<file path="config.mk">
export PLATFORM = sky130hd
export DESIGN_NAME = sbs_decoder
export DESIGN_NICKNAME = d
export VERILOG_FILES = /design/src/rtl/sbs_decoder.sv
export SDC_FILE = /design/constraint.sdc
export NUM_CORES = 1
export LEC_CHECK = 0
export CAP_MARGIN = 0
export CORE_UTILIZATION = 40
export CTS_CLUSTER_DIAMETER = 100
export CTS_CLUSTER_SIZE = 14
export DETAILED_ROUTE_END_ITERATION = 10
export GPL_TIMING_DRIVEN = 0
export PLACE_DENSITY = 0.7
export SKIP_LAST_GASP = 1
export SLEW_MARGIN = 20
export SYNTH_ARGS = -nofsm -noshare
export SYNTH_HDL_FRONTEND = slang
export SYNTH_SLANG_ARGS = --single-unit
</file>
<file path="constraint.sdc">
create_clock -name clk -period 7.7 [get_ports clk]
set_input_delay 1.54 -clock clk [delete_from_list [all_inputs] [get_ports clk]]
set_output_delay 1.54 -clock clk [all_outputs]
set_load 0.05 [all_outputs]
</file>
<file path="src/rtl/sbs_decoder.sv">
// Stochastic bitstream decoder: captures a bsl-bit parallel stream on start and
// counts its ones serially, one bit per clock, reporting the count in result.
module sbs_decoder #(
  parameter int bsl       = 255,
  parameter int cnt_width = $clog2(bsl + 1)
) (
  input  logic                 clk,
  input  logic                 rst,
  input  logic                 start,
  input  logic [bsl-1:0]       a_sbs,
  output logic                 busy,
  output logic                 done,
  output logic [cnt_width-1:0] result
);

  typedef enum logic [1:0] {
    S_IDLE,
    S_COUNT,
    S_DONE
  } state_t;

  localparam logic [cnt_width-1:0] LAST_IDX = cnt_width'(bsl - 1);

  state_t               r_state;
  logic [bsl-1:0]       r_shift;
  logic [cnt_width-1:0] r_acc;
  logic [cnt_width-1:0] r_idx;
  logic [cnt_width-1:0] r_result;
  logic                 r_busy;
  logic                 r_done;

  logic                 w_accept;
  logic [cnt_width-1:0] w_bit;

  // A start in COUNT is ignored, so only IDLE/DONE may capture a new word.
  assign w_accept = start && (r_state != S_COUNT);
  assign w_bit    = cnt_width'(r_shift[0]);

  // NOTE: the shift register is pure datapath and deliberately has no reset;
  // it is always reloaded before it is read, so its reset value never matters.
  always_ff @(posedge clk) begin
    if (w_accept) begin
      r_shift <= a_sbs;
    end else if (r_state == S_COUNT) begin
      r_shift <= r_shift >> 1;
    end
  end

  // NOTE: all state uses non-blocking assignments so every register samples
  // the pre-edge values of the others, independent of statement order.
  always_ff @(posedge clk or negedge rst) begin
    if (!rst) begin
      r_state  <= S_IDLE;
      r_acc    <= '0;
      r_idx    <= '0;
      r_result <= '0;
      r_busy   <= 1'b0;
      r_done   <= 1'b0;
    end else begin
      case (r_state)
        S_IDLE, S_DONE: begin
          if (w_accept) begin
            r_state <= S_COUNT;
            r_acc   <= '0;
            r_idx   <= '0;
            r_busy  <= 1'b1;
            r_done  <= 1'b0;
          end
        end
        S_COUNT: begin
          // The last bit is folded straight into result so done lands bsl edges after start.
          if (r_idx == LAST_IDX) begin
            r_result <= r_acc + w_bit;
            r_state  <= S_DONE;
            r_busy   <= 1'b0;
            r_done   <= 1'b1;
          end else begin
            r_acc <= r_acc + w_bit;
            r_idx <= r_idx + cnt_width'(1);
          end
        end
        default: begin
          r_state <= S_IDLE;
          r_busy  <= 1'b0;
          r_done  <= 1'b0;
        end
      endcase
    end
  end

  assign busy   = r_busy;
  assign done   = r_done;
  assign result = r_result;

endmodule
</file>
# Yosys cells after proc, flatten, opt, wreduce, memory -nomap -nowiden
# Cells that the tools add are included.
[totals]
reg_bits = 283
latch_bits = 0
ramBits = 0
rom_bits = 0
n_memories = 0
[classes]
addsub = 2
multipliers = 0
n_div = 0
order_cmp = 0
eq_ne = 7
shift = 0
muxes = 16
bitwise = 0
n_reduce_logical = 8
[ops]
columns = ["cell", "n"]
rows = [
  ["2-to-1 mux 255 bit", 2],
  ["one-hot mux 8 bit (2 select lines)", 2],
  ["2-to-1 mux 8 bit", 3],
  ["adder 8 x 1 -> 8 bit", 1],
  ["adder 8 x 1 -> 8 bit, second input constant", 1],
  ["== test 8 bit, second input constant", 1],
  ["2-to-1 mux 1 bit", 4],
  ["2-to-1 mux 2 bit", 2],
  ["inequality test 2 x 1 -> 1 bit, second input constant", 2],
  ["inequality test 2 bit, second input constant", 2],
  ["one-hot mux 1 bit (2 select lines)", 2],
  ["one-hot mux 2 bit (2 select lines)", 1],
  ["AND reduction 2 bit", 2],
  ["nonzero test 2 bit", 2],
  ["AND reduction 3 bit", 1],
  ["== test 2 x 1 -> 1 bit, second input constant", 1],
  ["== test 2 bit, second input constant", 1],
  ["zero test 2 bit", 1],
  ["OR reduction 2 bit", 1],
  ["logical AND 1 bit", 1],
]

# Logic depth before layout (Yosys ltp)
[depth]
ltp_word = 4
mapped_depth = 7

# Least setup slack after synthesis
# No wires, ideal clock.
[synth_path]
path_kind = "input -> register"
start = "input start"
end = "register r_shift[0] (enable)"
setup_time_ns = 0.663
arrival_time_ns = 7.643
t_required_ns = 7.037
slack_ns = -0.606
cell_stages = 1
path_cell_list = "nand2b_1"
[synth_via]
elab_chain_len = 2
[synth_rtl]
columns = ["element", "line_no", "source"]
rows = [
  ["start, declared", "9", "input logic start,"],
  ["logical AND 1 bit", "36", "assign w_accept = start && (r_state != S_COUNT);"],
  ["nonzero test 2 bit (no line)", "--", ""],
  ["end signal, assigned", "43", "r_shift <= a_sbs;"],
  ["end signal, assigned", "45", "r_shift <= r_shift >> 1;"],
  ["end, declared", "25", "logic [bsl-1:0] r_shift;"],
]
# No other way between the ends.
# A chain may end at the register's enable or synchronous reset.

# Final worst setup path
[layout_path]
start = "input start"
end = "register r_shift[152] (enable)"
# The elaborated chain is that of the path after synthesis.

==> impl_metrics.env <==
export IMPL_post_drt_wl_per_cell_microns=18.0
export IMPL_cts_resized=0
export IMPL_power_leakage_uw=0.00640
export IMPL_grt_pass1_wl_microns=38000
export IMPL_max_freq_mhz=298
export IMPL_maxSlewHeadroom=0.573
export IMPL_synth_largest_area_cell="edfxtp_1"
export IMPL_start_util=0.411
export IMPL_fin_crit_sh=0.436
export IMPL_synth_seq_area_share=0.676
export IMPL_post_cts_buffers=0
export IMPL_cpMaxStageDelayCell="clkdlybuf4s50_1"
export IMPL_yosysWarningCount=0
export IMPL_utilization=0.543
export IMPL_clock_path_buffers=3
export IMPL_rr_endpoint="r_shift[152]"
export IMPL_worstMarginPinSlew_ns=0.641
export IMPL_drt_initial_drc_count=353
export IMPL_hold_violations=0
export IMPL_io_pins=268
export IMPL_ys_ff_latch=283
export IMPL_layout_min_cycle_time_ns=3.36
export IMPL_cpPeakStageDelay_ns=0.57
export IMPL_avgSynthCellArea_sq_um=18.4
export IMPL_dr_pass1_iters=6
export IMPL_p_per_area_nw_per_um2=244
export IMPL_synth_top_flop_cell="edfxtp_1"
export IMPL_syn_num_nets=935
export IMPL_yosysUniqueCellTypes=36
export IMPL_route_detailed_drc=0
export IMPL_grt_pass1_vias=6898
export IMPL_port_buffers=267
export IMPL_hold_buffers=0
export IMPL_fin_worst_skew_ns=0.0184
export IMPL_arrival_ns=3.57
export IMPL_track_usage=0.154
export IMPL_path_class="in -> reg"
export IMPL_rsz0062_at_grt="false"
export IMPL_syn_inst=673
export IMPL_avgViaCountPerCell=4.88
export IMPL_cts_buffers=24
export IMPL_cts_sinks=283
export IMPL_rr_startpoint="r_state[1]"
export IMPL_synthToLayoutAreaGrowth_pct=32.1
export IMPL_grt_remaining_overflow=0
export IMPL_clk_latency_ns=0.52
export IMPL_fillerInstances=2496
export IMPL_die_area_sq_um=31600
export IMPL_reg2reg_slack_ns=5.32
export IMPL_hp_start="result[3]"
export IMPL_max_cap_violations=0
export IMPL_hold_path_depth=2
export IMPL_hold_path_end="result[3]"
export IMPL_netlist_area_sq_um=12400
export IMPL_root_buffer="clkbuf_16"
export IMPL_hp_class="reg -> reg"
export IMPL_multi_input_area_sq_um=3700
export IMPL_drive_gt1_frac=0.330
export IMPL_nNetsFinal=1233
export IMPL_path_clk_slew_ns=0.07
export IMPL_cp_max_fo=52
export IMPL_core_sq_um=30000
export IMPL_critPathLaunch="start"
export IMPL_r2r_worst_path_cells=6
export IMPL_async_reset_ff_frac=0.0989
export IMPL_die_x_microns=178
export IMPL_seqCellArea_sq_um=8360
export IMPL_yosysMostFrequentCell="edfxtp_1"
export IMPL_synth_top_cell_area_share=0.620
export IMPL_num_antenna_cells=0
export IMPL_drt_total_wl_microns=24600
export IMPL_cp_common_cell="buf_16"
export IMPL_num_vias=6682
export IMPL_gp_congestion=0.781
export IMPL_cts_tree="done"
export IMPL_start_kind="primary input"
export IMPL_hpwl_microns=17000
export IMPL_path_cells="clkdlybuf4s50_1 -> nand2b_4 -> buf_16 -> buf_16 -> buf_12"
export IMPL_cts_max_level=1
export IMPL_tns_ns=0
export IMPL_synth_area_leaders="edfxtp_1, mux2_2, mux2_4"
export IMPL_drtAntennaViolNets=0
export IMPL_antenna_found_initial=0
export IMPL_worstSetupEndpointType="flip-flop"
export IMPL_ir_drop_v=0.000165
export IMPL_die_h_microns=178
export IMPL_status="finished, final reports clean"
export IMPL_worstPathRequired_ns=7.91
export IMPL_grt_max_degree=53
export IMPL_synthTopCellsByCount="edfxtp_1, mux2_2, mux2_4"
export IMPL_finalMaxSlewViolations=0
export IMPL_setup_violations_final=0
export IMPL_synth_edf_count=255
export IMPL_rows=63
## sequential cells by signal (all words and copies together), names as in the netlist
| register | count |
|---|---|
| busy | 1 |
| r_state | 2 |
| done | 1 |
| r_shift | 255 |
| r_acc | 8 |
| result | 8 |
| r_idx | 8 |
## layout make-up
type                       count  area share
sequential                   283       0.512
multi-input combinational    354       0.227
timing repair buffer         272       0.171
clock buffer                  34      0.0404
tap                          390      0.0299
buffer                        34      0.0184
clock inverter                 1    0.000997
inverter                       2    0.000460
## worst max path at each step
stage,end,depth (start not counted)
after global placement,r_shift[159],2
after detailed placement,r_shift[152],5
after global routing,r_shift[152],5
final,r_shift[152],5
after floorplan,r_shift[0],1
after CTS,r_shift[152],5
## worst max-delay path: cells and delay by family
kind	cells	cell delay [ns]
AND/OR/NAND/NOR	1	0.52
buffers and inverters	4	1.45
## where the power goes
part           internal (uW)  total, uW  leakage [uW]  switching [uW]
Clock                    592       1130      0.000326             540
Sequential              2090       2220       0.00313             125
Combinational            431        624       0.00295             193
## logic make-up after synthesis
family	share of synthesized area
buffers and inverters	0.0249
AND/OR/NAND/NOR	0.0193
multiplexers	0.252
AO/OA/AOI/OAI	0.0186
XOR/XNOR	0.00425
adder cells (fa/ha/maj)	0.00405
flip-flops	0.676
## metal layers
layer | up-vias | global-route usage | wire [microns]
met5 | - | 0 | 0
met4 | 0 | 0.0395 | 602
met3 | 32 | 0.0405 | 1820
met2 | 183 | 0.248 | 11400
met1 | 3267 | 0.207 | 10800
li1 | 3200 | - | -
## cell usage in the layout, fill, tap and decap left out, drive strengths merged, types with 2 or more instances in the layout
cell | Yosys | final
and4 | 3 | 3
xnor2 | 4 | 4
dfrtp | 28 | 28
a21oi | 7 | 7
ha | 4 | 4
edfxtp | 255 | 255
nand3 | 8 | 8
a41oi | 2 | 2
nor3 | 2 | 2
buf | 31 | 37
mux2 | 256 | 256
a31oi | 6 | 6
o21ai | 17 | 17
nand2b | 4 | 4
nor2 | 3 | 3
nand2 | 23 | 23
xor2 | 2 | 2
a22o | 2 | 2
inv | 2 | 2
and3 | 3 | 3
clkdlybuf4s50 | 0 | 266
clkbuf | 3 | 37
## per-stage QoR
stage,power (uW),hold slack (ns),cell area [sq um],setup slack [ns],cells
6_report,3970,0.493,16300,4.34,1370
5_1_grt,4160,0.519,16300,4.18,1370
4_1_cts,4030,0.499,16300,4.34,1370
3_5_place_dp,2880,0.477,15600,3.77,1335
3_3_place_gp,2850,0.474,15500,0.322,1330
2_1_floorplan,2620,0.444,12400,2.43,673
(Power assumes the default switching activity.)
